<file path="config.mk">
export PLATFORM = sky130hd
export DESIGN_NAME = clashup_mem_arbiter
export DESIGN_NICKNAME = d
export VERILOG_FILES = /design/src/rtl/clashup_mem_arbiter.sv
export SDC_FILE = /design/constraint.sdc
export NUM_CORES = 1
export LEC_CHECK = 0
export ABC_AREA = 1
export CELL_PAD_IN_SITES_DETAIL_PLACEMENT = 1
export CELL_PAD_IN_SITES_GLOBAL_PLACEMENT = 1
export CORE_MARGIN = 2
export CORE_UTILIZATION = 29
export CTS_CLUSTER_DIAMETER = 80
export CTS_CLUSTER_SIZE = 16
export DETAILED_ROUTE_END_ITERATION = 8
export GPL_ROUTABILITY_DRIVEN = 0
export PLACE_DENSITY = 0.81
export REMOVE_ABC_BUFFERS = 1
export SLEW_MARGIN = 30
export SYNTH_ARGS = -nofsm -noshare
export SYNTH_HDL_FRONTEND = slang
export SYNTH_SLANG_ARGS = --single-unit
</file>
<file path="constraint.sdc">
create_clock -name clk -period 2.3 [get_ports clk]
set_clock_uncertainty 0.05 [all_clocks]
set_input_delay 0.69 -clock clk [delete_from_list [all_inputs] [get_ports clk]]
set_output_delay 0.69 -clock clk [all_outputs]
set_load 0.01 [all_outputs]
</file>
<file path="src/rtl/clashup_mem_arbiter.sv">
// clashup_mem_arbiter: round-robin arbiter sharing the single-port 256x8
// program/data RAM among NREQ requesters (0 = loader, 1 = CPU, 2 = debug).
// One access in flight: ARB (pick + capture) -> ISSUE (RAM strobe, ready) ->
// RESP (completion pulse, read data). mem_en/req_ready decode the registered
// ISSUE state together with a live recheck of the winner's req_valid, so a
// requester that withdraws before ISSUE is aborted without touching the RAM.
// Optional build macro CLASHUP_ARB_LOADER_PRIO_EN: requester 0 always wins
// in ARB when valid and does not advance the round-robin pointer.
module clashup_mem_arbiter #(
   parameter int unsigned NREQ = 3,
   parameter int unsigned AW   = 8,
   parameter int unsigned DW   = 8
) (
   input  logic               clk,
   input  logic               rst,
   input  logic [NREQ-1:0]    req_valid,
   input  logic [NREQ-1:0]    req_we,
   input  logic [NREQ*AW-1:0] req_addr,
   input  logic [NREQ*DW-1:0] req_wdata,
   output logic [NREQ-1:0]    req_ready,
   output logic [NREQ-1:0]    rsp_valid,
   output logic [DW-1:0]      rsp_rdata,
   output logic               mem_en,
   output logic               mem_we,
   output logic [AW-1:0]      mem_addr,
   output logic [DW-1:0]      mem_wdata,
   input  logic [DW-1:0]      mem_rdata,
   output logic               busy,
   output logic [15:0]        access_count
);

   localparam int unsigned IW = (NREQ > 1) ? $clog2(NREQ) : 1;

   typedef enum logic [1:0] {StArb, StIssue, StResp} state_t;

   state_t          state_q, state_d;
   logic [IW-1:0]   rr_ptr_q, rr_ptr_d;
   logic [IW-1:0]   win_q;
   logic            we_q;
   logic [AW-1:0]   addr_q;
   logic [DW-1:0]   wdata_q;
   logic [NREQ-1:0] rsp_valid_q;
   logic [15:0]     count_q;

   logic            pick_valid;
   logic [IW-1:0]   pick_idx;
   logic [IW-1:0]   cand;
   logic [IW-1:0]   rr_next;
   logic            pick_we;
   logic [AW-1:0]   pick_addr;
   logic [DW-1:0]   pick_wdata;
   logic            issue_go;

   // Winner search: first valid requester scanning from rr_ptr upward, modulo NREQ
   always_comb begin
      pick_valid = 1'b0;
      pick_idx   = '0;
      cand       = '0;
      for (int unsigned k = 0; k < NREQ; k++) begin
         cand = IW'((32'(rr_ptr_q) + k) % NREQ);
         if (!pick_valid && req_valid[cand]) begin
            pick_valid = 1'b1;
            pick_idx   = cand;
         end
      end
`ifdef CLASHUP_ARB_LOADER_PRIO_EN
      // Loader overrides the rotation whenever it is asking
      if (req_valid[0]) begin
         pick_valid = 1'b1;
         pick_idx   = '0;
      end
`endif
      rr_next = (pick_idx == IW'(NREQ - 1)) ? '0 : pick_idx + 1'b1;
   end

   // Payload mux for the selected requester
   always_comb begin
      pick_we    = 1'b0;
      pick_addr  = '0;
      pick_wdata = '0;
      for (int unsigned k = 0; k < NREQ; k++) begin
         if (pick_idx == IW'(k)) begin
            pick_we    = req_we[k];
            pick_addr  = req_addr[k*AW +: AW];
            pick_wdata = req_wdata[k*DW +: DW];
         end
      end
   end

   assign issue_go = (state_q == StIssue) && req_valid[win_q];

   // Next-state and round-robin pointer update
   always_comb begin
      state_d  = state_q;
      rr_ptr_d = rr_ptr_q;
      unique case (state_q)
         StArb: begin
            if (pick_valid) begin
               state_d = StIssue;
`ifdef CLASHUP_ARB_LOADER_PRIO_EN
               if (pick_idx != '0) rr_ptr_d = rr_next;
`else
               rr_ptr_d = rr_next;
`endif
            end
         end
         // Pointer already moved in ARB; an abort leaves it there
         StIssue: state_d = issue_go ? StResp : StArb;
         StResp:  state_d = StArb;
         default: state_d = StArb;
      endcase
   end

   // State and pointer registers
   always_ff @(posedge clk or posedge rst) begin
      if (rst) begin
         state_q  <= StArb;
         rr_ptr_q <= '0;
      end else begin
         state_q  <= state_d;
         rr_ptr_q <= rr_ptr_d;
      end
   end

   // Capture winner and payload in ARB only; later payload changes are ignored
   always_ff @(posedge clk or posedge rst) begin
      if (rst) begin
         win_q   <= '0;
         we_q    <= 1'b0;
         addr_q  <= '0;
         wdata_q <= '0;
      end else if (state_q == StArb && pick_valid) begin
         win_q   <= pick_idx;
         we_q    <= pick_we;
         addr_q  <= pick_addr;
         wdata_q <= pick_wdata;
      end
   end

   // One-cycle completion pulse in RESP, one-hot on the winner
   always_ff @(posedge clk or posedge rst) begin
      if (rst) begin
         rsp_valid_q <= '0;
      end else begin
         rsp_valid_q <= '0;
         if (issue_go) rsp_valid_q[win_q] <= 1'b1;
      end
   end

   // Saturating count of completed accesses
   always_ff @(posedge clk or posedge rst) begin
      if (rst) begin
         count_q <= '0;
      end else if (state_q == StResp && count_q != 16'hFFFF) begin
         count_q <= count_q + 16'd1;
      end
   end

   // Output decode; RAM-side signals are held at zero outside a live ISSUE
   always_comb begin
      mem_en    = issue_go;
      mem_we    = issue_go & we_q;
      mem_addr  = issue_go ? addr_q : '0;
      mem_wdata = issue_go ? wdata_q : '0;
      req_ready = '0;
      if (issue_go) req_ready[win_q] = 1'b1;
      rsp_valid    = rsp_valid_q;
      rsp_rdata    = (state_q == StResp && !we_q) ? mem_rdata : '0;
      busy         = (state_q != StArb);
      access_count = count_q;
   end

endmodule

</file>
==> results of run 1 <==
-- layer usage --
metal  wire length, um  track usage, %
met5                 0               0
met4                75            2.95
met2              5320            37.7
met3               471            4.37
met1              3960            22.2
-- repair_timing --
item | CTS | global route
cloned | 3 | 0
setup endpoints to repair | 29 | 46
setup buffers | 10 | 4
resized for setup | 182 | 16
pin swaps | 6 | 5
-- metrics by stage --
step / setup slack, ns / hold WS, ns / area, um2 / util [%]
floorplan: -0.250 / 0.399 / 2620 / -
global placement: -0.996 / 0.412 / 4090 / 44.7
detailed placement: -1.14 / 0.419 / 4090 / 44.7
CTS: -0.201 / 0.441 / 4590 / 50.1
global route: -0.285 / 0.461 / 4670 / 51.0
finish: -0.234 / 0.440 / 4670 / 51.0
-- tightest hold or removal path: stages (launching register included) --
cell and delay (ns):
dfrtp_1 0.35, nand2_1 0.06, nand2_1 0.05
-- how the worst max path moves through the flow --
stage	startpoint	to	slack [ns]	cells past startpoint
4_1_cts	req_valid[0]	mem_we	-0.20	11
5_1_grt	win_q[0]	req_ready[0]	-0.29	8
6_report	req_valid[0]	req_ready[0]	-0.23	10
3_3_place_gp	req_valid[0]	mem_wdata[7]	-1.0	9
3_5_place_dp	req_valid[0]	mem_addr[0]	-1.14	9
2_1_floorplan	req_valid[0]	req_ready[0]	-0.25	6
-- cell families after synthesis --
logic type | after synthesis | share of synthesized area [%]
adders and majority gates | 5 | 2.32
buffers and inverters | 70 | 11.3
AOI/OAI and AO/OA | 14 | 3.75
and+or+nand+nor | 237 | 38.9
xor gates and xnor gates | 15 | 4.87
DFF | 42 | 38.9
-- registers in the layout, summed over array words and instances, names as in the netlist --
name          cells
state_q           2
we_q              1
access_count     16
wdata_q           8
addr_q            8
win_q             2
rr_ptr_q          2
rsp_valid         3
-- final cells by class --
| cell class | instances | area, um2 | area share (%) |
|---|---|---|---|
| Timing Repair Buffer | 151 | 1550 | 33.2 |
| Inverter | 59 | 226 | 4.85 |
| Sequential cell | 42 | 1050 | 22.5 |
| Multi-Input combinational cell | 271 | 1560 | 33.5 |
| Clock inverter | 3 | 68.8 | 1.47 |
| Tap cell | 111 | 139 | 2.98 |
| Clock buffer | 5 | 68.8 | 1.47 |
-- where the power goes --
| part | total, uW | leakage (uW) | switching (uW) | internal, uW |
|---|---|---|---|---|
| clock | 724 | 0.0000683 | 289 | 435 |
| combinational | 3950 | 0.00171 | 2200 | 1750 |
| sequential | 1190 | 0.000541 | 193 | 1000 |
-- cells in the final DEF (no fill, tap or decap), types with 5 or more instances in the layout --
cell	netlist	final
inv_1	53	49
xor2_1	7	7
buf_4	2	25
nand2_2	9	10
nor2_1	66	46
clkbuf_8	0	5
buf_6	4	22
nand2_1	107	105
buf_2	3	6
buf_12	0	6
nor2_4	1	18
dfrtp_1	42	41
xnor2_1	8	8
nor2_2	3	6
inv_2	6	8
dlygate4sd2_1	0	5
nand3_1	36	35
clkdlybuf4s50_1	0	80
==> impl_metrics.yaml, run 1 <==
min_path:
  min-delay-start: "addr_q[0]"
  hold_class: "reg2reg"
  hold_end: "addr_q[0]"
  whs_path_depth: 2
sta:
  max-slew-margin-rel_pct: 75.9
  final.period_utilization_pct: 110
  drv_slew: 0
  fin_crit_ns: 2.53
  setup_tns_ns: -3.86
  worst_slack_ns: -0.234
  rsz0062_at_grt: "yes"
  report.final.setup_viol: 21
  worstMarginPinSlew_ns: 0.359
  finalHoldViolations: 0
  max_freq_mhz: 395
routing:
  drc: 0
  drt-initial-drc-count: 88
  wl_per_cell_um: 15.3
  dr.pass1.iters: 4
  via_per_inst: 4.66
  vias: 2989
  wl_um: 9830
  ant_nets: 0
place:
  placedCellCount: 617
  portBuffers: 112
  hpwlAfterDp_um: 6720
cts:
  cts_tree: "done"
  root_buffer: "clkbuf_8"
  insertion_delay_ns: 0.30
  numClockSinks: 42
  numCtsBuffers: 5
  postCtsHoldBufs: 0
  path_clk_slew_ns: 0.08
  clockBufferDepth: 2
  cts_max_level: 2
floorplanning:
  core_region_area_um2: 9150
  io-pin-count: 113
  dieArea_um2: 10100
  dieWidth_um: 100
  die-height_um: 100
  rows: 35
  start_util_pct: 29.5
synthesis:
  synth_top_flop_cell: "dfrtp_1"
  yosysTopAreaCell: "dfrtp_1"
  synth_edf_count: 0
  synth.most_common_cell: "nand2_1"
  async_reset_ff_share_pct: 100
  synth_cells: 383
  yosysWarnings: 0
  synth_top_area_share_pct: 38.9
  yosysSeqAreaShare_pct: 38.9
  synth_commonest_cells: "nand2_1, nor2_1, inv_1, dfrtp_1, nand3_1"
  synthTopCellsByArea: "dfrtp_1, nand2_1, nor2_1"
  ys_seq_elements: 42
  avgSynthCellArea_um2: 7.05
  syn_area_um2: 2700
  synth_cell_types: 30
status:
  failed_checks: "negative setup slack"
  status: "finished, violations left"
grt:
  antenna_found_initial: 0
  grt.overflow.total: 0
  grt_max_degree: 43
  grt.total_usage_pct: 19.5
  grt_pass1_vias: 3193
  grt_pass1_wl_um: 15500
critical_path:
  r2r_end: "addr_q[5]"
  r2r_slack_ns: 0.16
  critPathRequiredTime_ns: 1.56
  reg2regPathDepth: 14
  end_kind: "primary output"
  crit_slowest_cell: "buf_2"
  cpPeakStageDelay_ns: 0.17
  critPathBufInv: 5
  critPathTopFamily: "buffers and inverters"
  crit_type: "in2out"
  crit_fanout: 2
  arrival_ns: 1.79
  r2r-start: "rr_ptr_q[0]"
  crit_chain: "buf_8 -> inv_4 -> nor2_4 -> a21oi_4 -> o22ai_4 -> nand3_4 -> buf_6 -> buf_4 -> nor3_4 -> buf_2"
  startpoint_type: "input port"
cells_and_area:
  areaGrowthSynthToFinish_pct: 72.9
  stdcell_count: 642
  layout.nets: 599
  drive_gt1_share_pct: 25.0
  fillCellCount: 1121
  antenna_cells: 0
job:
  drv_cap: 0
power:
  ir_worst_vdd_mv: 0.532
  powerDensity_nw_per_um2: 1260
  leakagePower_uw: 0.00232
  p_total_uw: 5870
Power figures use the tool's default switching activity.
==> run 2, diff against run 1 <==
Settings changed: ABC_AREA 1 to not set, CELL_PAD_IN_SITES_DETAIL_PLACEMENT 1 to not set, CELL_PAD_IN_SITES_GLOBAL_PLACEMENT 1 to not set, CORE_UTILIZATION 29 to 30, GPL_ROUTABILITY_DRIVEN 0 to 1, PLACE_DENSITY 0.81 to 0.61.
==> run 2 against run 1 <==
Net effect:
- the run still ends with negative setup slack left
- via count shrank 6.1%
- routed wire length shrank 10%
- non-clock buffer count is the same
- register-to-register slack lost 0.10 ns
- combinational power shrank 4%
- die area shrank 5.2%
- count of clock-buffer cells in the layout is the same
- sequential share of layout area grew 1.4 points
- clock power shrank 36%
- first-iteration DRC count grew 53%
- sequential power is essentially flat
- core utilization is essentially flat
- critical path type unchanged
- largest cell class unchanged
==> impl_metrics.yaml, run 2 <==
cts:
  numCtsBuffers: 5
  cts_max_level: 2
  insertion_delay_ns: 0.29
  numClockSinks: 42
  clockBufferDepth: 2
  root_buffer: "clkbuf_8"
  postCtsHoldBufs: 0
  cts_tree: "done"
  path_clk_slew_ns: 0.08
synthesis:
  syn_area_um2: 2640
  synth_edf_count: 0
  ys_seq_elements: 42
  synthAdderAreaFrac_pct: 2.37
  synthTopCellsByArea: "dfrtp_1, nand2_1, and2_1"
  synth_simple_gate_area_share_pct: 23.3
  synth_cells: 298
  avgSynthCellArea_um2: 8.86
  yosysTopAreaCell: "dfrtp_1"
  synth_top_family_by_area: "simple AND/OR/NAND/NOR gates"
  async_reset_ff_share_pct: 100
  synth_commonest_cells: "nand2_1, dfrtp_1, and2_1, o21ai_0"
  yosysWarnings: 0
  synthMuxAreaShare_pct: 3.22
  synth_top_flop_cell: "dfrtp_1"
  yosysSeqAreaShare_pct: 39.8
  synth-xor-area-share_pct: 4.97
  synth_compound_area_share_pct: 22.3
  synth_cell_types: 52
  synth.most_common_cell: "nand2_1"
  synth_top_area_share_pct: 39.8
place:
  placedCellCount: 534
  post-place-ws_ns: -1.11
  hpwlAfterDp_um: 6470
  place_congestion: 0.852
  portBuffers: 112
floorplanning:
  core_region_area_um2: 8640
  die-height_um: 97.8
  start_util_pct: 30.6
  dieWidth_um: 97.8
  io-pin-count: 113
  rows: 34
  dieArea_um2: 9570
cells_and_area:
  final_common_cell: "clkdlybuf4s50_1"
  antenna_cells: 0
  fillCellCount: 794
  areaGrowthSynthToFinish_pct: 66.7
  final_cell_mix: "clkdlybuf4s50_1, nand2_1, dfrtp_1"
  drive_gt1_share_pct: 28.7
  stdcell_count: 550
  layout.nets: 511
  largest_reg_flops: 16
  utilization_pct: 51.0
power:
  power.internal_uw: 3150
  p_total_uw: 5470
  powerDensity_nw_per_um2: 1240
  netSwitchingPower_uw: 2320
  leakagePower_uw: 0.00194
  switching_share_pct: 42.4
  p_seq_share_pct: 21.9
  ir_worst_vdd_mv: 0.519
  p_clk_share_pct: 8.5
  power_frac_comb_pct: 69.7
critical_path:
  crit_fanout: 8
  arrival_ns: 1.80
  crit_chain: "buf_6 -> mux2i_2 -> o22ai_2 -> and3b_2 -> buf_6 -> buf_8 -> and2_4 -> buf_6"
  worst_path_most_repeated_cell: "buf_6"
  critPathTopFamily: "buffers and inverters"
  cpPeakStageDelay_ns: 0.25
  end_kind: "primary output"
  crit_type: "in2out"
  startpoint_type: "input port"
  critPathBufInv: 4
  crit_slowest_cell: "and3b_2"
  critPathRequiredTime_ns: 1.56
grt:
  grt.total_usage_pct: 17.5
  antenna_found_initial: 0
  grt_pass1_wl_um: 13700
  grt_pass1_vias: 2809
  grt_max_degree: 27
  grt.overflow.total: 0
sta:
  setup_tns_ns: -3.80
  final.period_utilization_pct: 111
  max_freq_mhz: 393
  max-slew-margin-rel_pct: 68.2
  report.final.setup_viol: 20
  fin_crit_ns: 2.54
  finalHoldViolations: 0
  drv_slew: 0
  worstMarginPinSlew_ns: 0.476
  worst_slack_ns: -0.242
  rsz0062_at_grt: "yes"
min_path:
  hold_class: "reg2reg"
routing:
  ant_nets: 0
  vias: 2807
  wl_per_cell_um: 16.1
  via_per_inst: 5.10
  drt-initial-drc-count: 135
  drc: 0
  wl_um: 8850
  dr.pass1.iters: 4
status:
  status: "finished, violations left"
  failed_checks: "negative setup slack"
job:
  drv_cap: 0
==> run 2: changes by cell type after synthesis, sizes merged, moves of 4 or more <==
cell	previous run	this run
nor2	70	12
a221oi	0	17
and2	0	26
mux2i	0	7
inv	59	7
nand3	39	4
o21ai	5	37
nand2	118	48
a22oi	0	17
clkbuf	2	6
o21bai	4	0
==> run 2: repair_timing <==
action,4_1_cts,5_1_grt
gates resized for setup,150,42
setup buffers,4,4
setup endpoints to repair,47,49
cloned,1,3
pin swaps,17,9
==> run 2: worst reg2reg max path, cell delays in order (launching register included) <==
cell     delay [ns]
dfrtp_2        0.45
ha_4           0.33
buf_6          0.11
nor2b_2        0.04
a21o_1         0.18
a221o_1        0.38
o21ai_4        0.25
buf_4          0.20
a22oi_1        0.09
o21ai_1        0.10
==> run 2: stage by stage <==
step,hold WS (ns),cell area [um2]
floorplan,0.426,2560
global placement,0.421,4080
detailed placement,0.435,4080
CTS,0.446,4320
global route,0.481,4400
finish,0.448,4400
==> run 2: final cells by class <==
| cell class | instances | area (um2) | area share (%) |
|---|---|---|---|
| Clock buffer | 5 | 68.8 | 1.56 |
| Clock inverter | 2 | 10.0 | 0.227 |
| Inverter | 7 | 26.3 | 0.597 |
| Multi-Input combinational cell | 235 | 1670 | 38.0 |
| Sequential cell | 42 | 1050 | 23.9 |
| Tap cell | 108 | 135 | 3.07 |
| Timing Repair Buffer | 151 | 1440 | 32.6 |
==> run 2: path summary, 6_finish.rpt <==
path	startpoint	end	slack, ns	depth (start not counted)
min reg2reg	access_count[8]	access_count[8]	0.45	1
max reg2reg	rr_ptr_q[1]	wdata_q[7]	0.06	9
min in group asynchronous	rst	access_count[13]	0.64	2
max in group asynchronous	rst	rr_ptr_q[1]	1.08	3
max	req_valid[0]	mem_addr[2]	-0.24	8
min	access_count[8]	access_count[8]	0.45	1
==> run 2: logic make-up (layout without fill, tap and decap cells) <==
group | count (synthesis) | count (layout)
simple gates | 118 | 120
flops | 42 | 42
xor+xnor | 15 | 15
compound gates | 87 | 87
mux | 8 | 8
fa+ha+maj | 5 | 5
buf+inv | 23 | 165
==> run 2: metal layers <==
layer	vias to the layer above	routed length [um]	GRT usage (%)
met5	-	0	0
met4	0	151	4.59
met3	11	506	4.29
met2	102	4480	30.8
met1	1333	3710	21.4
li1	1361	-	-
==> run 2: power by group through the flow <==
stage / Combinational [uW] / Clock (uW) / Sequential, uW
after floorplan: 1750 / 0 / 1160
after global routing: 4140 / 506 / 1230
after detailed placement: 3220 / 0 / 1180
after CTS: 3490 / 476 / 1180
after global placement: 3150 / 0 / 1190
final: 3810 / 463 / 1200
==> run 3, diff against run 2 <==
Clock period 2.3 ns to 2.64 ns, I/O delays scaled along.
==> run 3 against run 2 <==
Net effect:
- the flow still finishes with violations (negative setup slack)
- cell count down 2.0%
- routed wire length decreased by 5.9%
- sequential power shrank 12%
- core utilization down 1.4 points
- hold slack worse by 0.015 ns
==> impl_metrics.yaml, run 3 (same netlist as run 2, synthesis figures left out) <==
critical_path:
  crit_fanout: 8
  worst_path_most_repeated_cell: "buf_6"
  crit_slowest_cell: "and3b_2"
  end_kind: "primary output"
  critPathRequiredTime_ns: 1.80
  critical_path_depth: 8
  cpPeakStageDelay_ns: 0.24
  r2r_end: "addr_q[0]"
  arrival_ns: 1.89
  critPathBufInv: 4
  startpoint_type: "input port"
  cp-startpoint: "req_valid[0]"
  reg2regPathDepth: 9
  critPathTopFamily: "buffers and inverters"
  crit_type: "in2out"
  r2r_slack_ns: 0.21
  r2r-start: "rr_ptr_q[0]"
  crit_chain: "buf_6 -> mux2i_2 -> o22ai_2 -> and3b_2 -> buf_6 -> buf_8 -> and2_4 -> buf_6"
routing:
  dr.pass1.iters: 4
  drt-initial-drc-count: 120
  ant_nets: 0
  wl_um: 8320
  drc: 0
  via_per_inst: 5.05
  wl_per_cell_um: 15.4
  vias: 2724
status:
  failed_checks: "negative setup slack"
  status: "finished, violations left"
floorplanning:
  start_util_pct: 30.6
  dieArea_um2: 9570
  dieWidth_um: 97.8
  io-pin-count: 113
  die-height_um: 97.8
  core_region_area_um2: 8640
  rows: 34
cts:
  path_clk_slew_ns: 0.08
  cts_tree: "done"
  clockBufferDepth: 2
  insertion_delay_ns: 0.29
  root_buffer: "clkbuf_8"
  postCtsHoldBufs: 0
  numClockSinks: 42
  cts_max_level: 2
  numCtsBuffers: 5
cells_and_area:
  layout.nets: 499
  final_cell_mix: "clkdlybuf4s50_1, nand2_1, dfrtp_1"
  largest_reg_flops: 16
  drive_gt1_share_pct: 22.7
  stdcell_count: 539
  areaGrowthSynthToFinish_pct: 62.2
  fillCellCount: 809
  antenna_cells: 0
  final_area_um2: 4290
  final_common_cell: "clkdlybuf4s50_1"
power:
  p_total_uw: 4430
  leakagePower_uw: 0.00191
  ir_worst_vdd_mv: 0.486
  powerDensity_nw_per_um2: 1030
grt:
  grt_pass1_vias: 2788
  grt.overflow.total: 0
  grt.total_usage_pct: 17.4
  grt_pass1_wl_um: 13600
  antenna_found_initial: 0
  grt_max_degree: 24
place:
  placedInstanceArea_um2: 4020
  place_congestion: 0.813
  hpwlAfterDp_um: 6190
  placedCellCount: 526
  portBuffers: 112
  post-place-ws_ns: -0.960
min_path:
  whs_path_depth: 1
  hold_class: "reg2reg"
  min-delay-start: "access_count[7]"
  hold_end: "access_count[7]"
sta:
  final.period_utilization_pct: 104
  worst_slack_ns: -0.0956
  finalHoldViolations: 0
  drv_slew: 0
  max-slew-margin-rel_pct: 59.3
  rsz0062_at_grt: "yes"
  hold_slack_ns: 0.433
  worstMarginPinSlew_ns: 0.602
  fin_crit_ns: 2.74
  report.final.setup_viol: 12
  max_freq_mhz: 366
job:
  drv_cap: 0
## run 3: area by class of cell
type                    count  area, um2  share of cell area [%]
clock buffers               6       72.6                    1.69
clock inverters             2       37.5                   0.876
inverters                   7       26.3                   0.613
multi-input cells         233       1580                    36.9
flip-flops and latches     42       1050                    24.5
well taps                 108        135                    3.15
repair buffers            141       1380                    32.2
## run 3: per-stage QoR
stage          setup TNS, ns  utilization [%]
5_1_grt                -1.85             49.6
4_1_cts                -1.62             49.4
3_5_place_dp          -28.04             46.6
6_report              -0.947             49.6
2_1_floorplan         -0.133                -
3_3_place_gp          -25.87             46.6
## run 3: repair_timing
item,4_1_cts,5_1_grt
gates cloned,1,0
endpoints found under the setup margin,47,24
pin swaps,19,2
gates resized for setup,148,9
setup buffers,4,2
## run 3: power breakdown
part | switching, uW | leakage (uW) | internal [uW] | total [uW]
sequential | 170 | 0.000542 | 876 | 1050
combinational | 1440 | 0.00131 | 1430 | 2870
clock | 230 | 0.0000514 | 282 | 512
## run 3: worst max-delay path by stage
stage / slack (ns) / end
detailed placement: -0.96 / req_ready[0]
CTS: -0.12 / mem_wdata[3]
global placement: -0.92 / req_ready[0]
global route: -0.16 / mem_wdata[1]
finish: -0.1 / mem_wdata[1]
floorplan: -0.12 / rr_ptr_q[0]
## run 3: worst reg2reg max path, cell delays in order (launching register included)
cell and delay [ns]:
dfrtp_1 0.42, inv_1 0.09, ha_1 0.47, nor2b_1 0.12, a21o_1 0.19, a221o_1 0.34, o21ai_2 0.19, buf_4 0.24
a22oi_1 0.11, o21ai_1 0.13
## run 3: metal layers
metal | wire [um] | vias up | global-route usage [%]
met5 | 0 | - | 0
li1 | - | 1330 | -
met3 | 482 | 10 | 3.72
met2 | 4230 | 102 | 31.2
met1 | 3540 | 1282 | 21.4
met4 | 76 | 0 | 3.85
==> RTL change 1, RTL diff (flow settings as in run 1) <==
Add a define of `CLASHUP_ARB_LOADER_PRIO_EN`.
--- a/src/rtl/clashup_mem_arbiter.sv
+++ b/src/rtl/clashup_mem_arbiter.sv
@@ -6,6 +6,8 @@
 // requester that withdraws before ISSUE is aborted without touching the RAM.
 // Optional build macro CLASHUP_ARB_LOADER_PRIO_EN: requester 0 always wins
 // in ARB when valid and does not advance the round-robin pointer.
+`define CLASHUP_ARB_LOADER_PRIO_EN
+
 module clashup_mem_arbiter #(
    parameter int unsigned NREQ = 3,
    parameter int unsigned AW   = 8,
Behaviour: not the same (Yosys sat finds a counterexample within 4 cycles, from zero or initial values and one cycle with rst high).
==> RTL change 1 against run 1 <==
The flow still finishes with violations (setup timing). Sequential cell count did not move. Wire length fell by 9.2%. Count of clock-buffer cells in the layout did not move. Area after synthesis rose by 0.93%. Final area fell by 4.6%. Power fell by 26%. Worst setup slack improved by 0.081 ns. Critical endpoint is now mem_addr[1].
==> RTL change 1: results <==
export IMPL_run_status="complete, but fails checks"
export IMPL_violations="setup timing"
export IMPL_detailed_place_hpwl_um=6900
export IMPL_yosysWarningCount=0
export IMPL_postPlaceCellArea_sq_um=4120
export IMPL_layout_drive_gt1_share_pct=23.6
export IMPL_cp_data_arrival_time_ns=1.71
export IMPL_synthMuxAreaShare_pct=0
export IMPL_post_synth_inst_count=379
export IMPL_final_instance_count_excl_fill=624
export IMPL_starting_drc_count_in_detailed_routing=105
export IMPL_firstDrtPassIters=6
export IMPL_grt_pass1_wl_um=14300
export IMPL_slowest_delay_ns=0.16
export IMPL_fin_ws_ns=-0.153
export IMPL_crit_path_max_fanout=8
export IMPL_largest_net_degree_at_the_start_of_global_routing=43
export IMPL_nets=580
export IMPL_fillCellCount=1122
export IMPL_share_of_synthesized_cell_area_in_full_adder_half_adder_and_majority_cells_pct=1.38
export IMPL_num_vias=2933
export IMPL_p_leak_nw=2.18
export IMPL_largest_cells_by_area_after_synthesis="sky130_fd_sc_hd__dfrtp_1 (39%), sky130_fd_sc_hd__nand2_1 (14%), sky130_fd_sc_hd__inv_1 (8.5%), sky130_fd_sc_hd__nand3_1 (7.9%), sky130_fd_sc_hd__nor2_1 (5.5%)"
export IMPL_globalRouteTotalUtil_pct=17.4
export IMPL_synth_compound_area_share_pct=4.13
export IMPL_crit_path_top_delay_cell="sky130_fd_sc_hd__o21ai_2"
export IMPL_cts_buffer_depth=2
export IMPL_postRouteWirelength_um=8920
export IMPL_placement_setup_worst_slack_ns=-1.18
export IMPL_peakVddDrop_v=0.000378
export IMPL_synth_commonest_cells="sky130_fd_sc_hd__nand2_1 (100), sky130_fd_sc_hd__inv_1 (62), sky130_fd_sc_hd__nand3_1 (43), sky130_fd_sc_hd__dfrtp_1 (42), sky130_fd_sc_hd__nor2_1 (40)"
export IMPL_antenna_cells_inserted=0
export IMPL_setup_total_negative_slack_ns=-2.15
export IMPL_synth_cell_types=32
export IMPL_yosys_area_share_xor_xnor_pct=4.82
export IMPL_worstMarginPinSlew_ns=0.364
export IMPL_ys_seq_area_share_pct=38.6
export IMPL_setup_violations_final=20
export IMPL_placedCellCount=614
export IMPL_grt_pass1_vias=3060
## RTL change 1: where the power goes
part	leakage [nW]	switching, mW	internal [mW]
combinational	1.60	1.57	1.21
clock	0.0438	0.243	0.204
sequential	0.541	0.168	0.977
total	2.18	1.98	2.39
## RTL change 1: final cells by class
class / instances / area (sq um) / area share [%]
clock buffers: 5 / 68.8 / 1.54
clock inverters: 2 / 10.0 / 0.225
inverters: 66 / 255 / 5.73
multi-input cells: 259 / 1560 / 34.9
flip-flops and latches: 42 / 1050 / 23.6
well taps: 111 / 139 / 3.12
repair buffers: 139 / 1370 / 30.8
## RTL change 1: worst register-to-register path, cell delays in order, from the launching register on
cell,delay (ns)
sky130_fd_sc_hd__dfrtp_1,0.42
sky130_fd_sc_hd__inv_1,0.10
sky130_fd_sc_hd__ha_4,0.31
sky130_fd_sc_hd__inv_2,0.06
sky130_fd_sc_hd__nand2_1,0.07
sky130_fd_sc_hd__nand3_1,0.11
sky130_fd_sc_hd__nand2_2,0.14
sky130_fd_sc_hd__nand3_4,0.13
sky130_fd_sc_hd__nand3_4,0.10
sky130_fd_sc_hd__nand3_4,0.10
sky130_fd_sc_hd__buf_12,0.17
sky130_fd_sc_hd__o21ai_1,0.14
sky130_fd_sc_hd__inv_1,0.05
sky130_fd_sc_hd__nand2_1,0.05
sky130_fd_sc_hd__nand2_1,0.04
## RTL change 1: cell families after synthesis
family	count (synthesis)
AND/OR/NAND/NOR	219
buffers and inverters	78
flip-flops	42
AO/OA/AOI/OAI	22
XOR/XNOR	15
adder cells (fa/ha/maj)	3
## RTL change 1: layer usage
metal  GRT usage, %  routed length [um]  share of wire, %
met5              0                   0                 0
met4           3.22                  49              0.55
met3           2.70                 485               5.4
met2           33.4                4740                53
met1           20.4                3640                41
## RTL change 1: path summary, 6_finish.rpt
kind	from	end	slack, ns	depth (start not counted)
worst max-delay path	req_valid[0]	mem_addr[1]	-0.15	10
worst min-delay path	wdata_q[6]$_DFFE_PP0P_	wdata_q[6]$_DFFE_PP0P_	0.43	2
worst max register to register	rr_ptr_q[0]$_DFFE_PP0P_	wdata_q[5]$_DFFE_PP0P_	0.16	14
worst min register to register	wdata_q[6]$_DFFE_PP0P_	wdata_q[6]$_DFFE_PP0P_	0.43	2
max in group asynchronous	rst	win_q[0]$_DFFE_PP0P_	1.30	3
min in group asynchronous	rst	access_count[11]$_DFFE_PP0P_	0.70	3
## RTL change 1: timing repair
action / in CTS / in global routing
resized for setup: 146 / 64
hold buffers: 0 / 0
pin swaps: 4 / 7
setup buffers: 3 / 0
cloned: 1 / 0
setup endpoints to repair: 50 / 50
==> RTL change 2, RTL diff (settings of run 1) <==
Without the edit above. Put a register stage on the output `access_count`, with the module's reset. The value now appears one clock later. The other outputs are not delayed to match.
--- a/src/rtl/clashup_mem_arbiter.sv
+++ b/src/rtl/clashup_mem_arbiter.sv
@@ -32,6 +32,8 @@
    localparam int unsigned IW = (NREQ > 1) ? $clog2(NREQ) : 1;
 
    typedef enum logic [1:0] {StArb, StIssue, StResp} state_t;
+
+   logic [15:0] access_count_d;
 
    state_t          state_q, state_d;
    logic [IW-1:0]   rr_ptr_q, rr_ptr_d;
@@ -167,7 +169,15 @@
       rsp_valid    = rsp_valid_q;
       rsp_rdata    = (state_q == StResp && !we_q) ? mem_rdata : '0;
       busy         = (state_q != StArb);
-      access_count = count_q;
+      access_count_d = count_q;
+   end
+
+   always_ff @(posedge clk or posedge rst) begin
+      if (rst) begin
+         access_count <= '0;
+      end else begin
+         access_count <= access_count_d;
+      end
    end
 
 endmodule
Formal check against the unedited RTL: not equivalent (Yosys sat finds a counterexample within 4 cycles, from zero or initial values and one cycle with rst high).
==> RTL change 2 against run 1 <==
The run still ends with setup timing left. Critical path depth decreased by 1. Combinational power shrank 7.1%. Non-clock buffer count grew 7. Sequential cell count increased by 16. Fmax shrank 3.5%. Hold slack got worse by 0.031 ns. Wire length up 7.0%. Worst setup slack lost 0.092 ns. Power up 6.4%. Area after synthesis increased by 14%. Final area is 8.9% higher. Critical endpoint is now mem_wdata[3].
==> RTL change 2: results <==
export IMPL_grt_pass1_wl_um=16500
export IMPL_hp_start="access_count_d[5]$_DFFE_PP0P_"
export IMPL_violations="setup timing"
export IMPL_globalRouteTotalUtil_pct=18.3
export IMPL_ys_seq_area_share_pct=47.1
export IMPL_cp_data_arrival_time_ns=1.89
export IMPL_rr_endpoint="addr_q[2]$_DFFE_PP0P_"
export IMPL_starting_drc_count_in_detailed_routing=95
export IMPL_grt_pass1_vias=3367
export IMPL_setup_violations_final=21
export IMPL_largest_cells_by_area_after_synthesis="sky130_fd_sc_hd__dfrtp_1 (47%), sky130_fd_sc_hd__nand2_1 (16%), sky130_fd_sc_hd__nor2_1 (7.5%), sky130_fd_sc_hd__inv_1 (6.0%), sky130_fd_sc_hd__nand3_1 (5.7%)"
export IMPL_fin_ws_ns=-0.327
export IMPL_postPlaceCellArea_sq_um=4540
export IMPL_detailed_place_hpwl_um=7400
export IMPL_synth_compound_area_share_pct=2.44
export IMPL_p_leak_nw=2.55
export IMPL_share_of_synthesized_cell_area_in_full_adder_half_adder_and_majority_cells_pct=2.03
export IMPL_layout_drive_gt1_share_pct=24.5
export IMPL_reg2reg_depth=15
export IMPL_ff2ff_setup_slack_ns=0.20
export IMPL_detail_route_wl_per_cell_um=14.8
export IMPL_placement_setup_worst_slack_ns=-1.20
export IMPL_peakVddDrop_v=0.000529
export IMPL_switching_share_pct=43.3
export IMPL_crit_path_start_kind="flop"
export IMPL_run_status="complete, but fails checks"
export IMPL_clock_latency_ns=0.34
export IMPL_final_worst_hold_slack_ns=0.409
export IMPL_largest_net_degree_at_the_start_of_global_routing=32
export IMPL_via_per_inst=4.57
export IMPL_crit_path_max_fanout=5
export IMPL_worstMarginPinSlew_ns=0.461
export IMPL_synth_commonest_cells="sky130_fd_sc_hd__nand2_1 (130), sky130_fd_sc_hd__nor2_1 (62), sky130_fd_sc_hd__dfrtp_1 (58), sky130_fd_sc_hd__inv_1 (49), sky130_fd_sc_hd__nand3_1 (35)"
export IMPL_numCtsBuffers=9
## RTL change 2: routing by layer
metal  up-vias  track usage, %  routed length [um]
met5         -               0                   0
met4         0            5.66                 204
met3        15            3.53                 455
met2        91            32.7                5340
met1      1559            22.1                4510
li1       1570               -                   -
## RTL change 2: cell families after synthesis
group,count (synthesis)
simple gates,251
buf+inv,70
flops,58
xor+xnor,15
compound gates,14
fa+ha+maj,5
## RTL change 2: cell type report
cell class	count	area, sq um
well taps	136	170
flip-flops and latches	58	1450
repair buffers	158	1500
multi-input cells	285	1520
clock inverters	7	101
fillers	1226	5240
inverters	55	214
clock buffers	9	124
## RTL change 2: how the worst max path moves through the flow
| stage | endpoint | depth (start not counted) | slack (ns) | start |
|---|---|---|---|---|
| after floorplan | req_ready[0] | 6 | -0.23 | req_valid[0] |
| after global placement | mem_addr[6] | 9 | -1.15 | req_valid[0] |
| after detailed placement | mem_addr[6] | 9 | -1.20 | req_valid[0] |
| after CTS | mem_wdata[6] | 9 | -0.29 | win_q[0]$_DFFE_PP0P_ |
| after global routing | mem_wdata[3] | 9 | -0.39 | win_q[0]$_DFFE_PP0P_ |
| final | mem_wdata[3] | 9 | -0.33 | win_q[0]$_DFFE_PP0P_ |
## RTL change 2: worst max-delay path, cell delays in order, from the launching register on
cell,delay (ns)
sky130_fd_sc_hd__dfrtp_2,0.46
sky130_fd_sc_hd__inv_2,0.10
sky130_fd_sc_hd__nand2_4,0.06
sky130_fd_sc_hd__o22ai_4,0.19
sky130_fd_sc_hd__nand3_4,0.14
sky130_fd_sc_hd__buf_6,0.15
sky130_fd_sc_hd__buf_6,0.11
sky130_fd_sc_hd__buf_6,0.12
sky130_fd_sc_hd__nor2_4,0.11
sky130_fd_sc_hd__buf_6,0.11
## RTL change 2: through the flow
step / setup TNS, ns / cells
after floorplan: -2.53 / 398
after global placement: -30.43 / 673
after detailed placement: -32.78 / 673
after CTS: -4.26 / 705
after global routing: -6.41 / 708
final: -5.01 / 708
## RTL change 2: repair_timing
action | CTS | global route
endpoints found under the hold margin | 0 | 0
buffers inserted | 15 | 4
endpoints found under the setup margin | 35 | 52
resized for setup | 157 | 46
pin swaps | 10 | 10
gates cloned | 1 | 0
hold buffers | 0 | 0
## RTL change 2: power by group through the flow
| stage | Combinational, mW | Sequential, mW | Clock [mW] |
|---|---|---|---|
| floorplan | 1.69 | 1.48 | 0 |
| global placement | 2.98 | 1.50 | 0 |
| detailed placement | 3.12 | 1.51 | 0 |
| CTS | 3.41 | 1.51 | 1.10 |
| global route | 4.05 | 1.55 | 1.14 |
| finish | 3.67 | 1.51 | 1.07 |
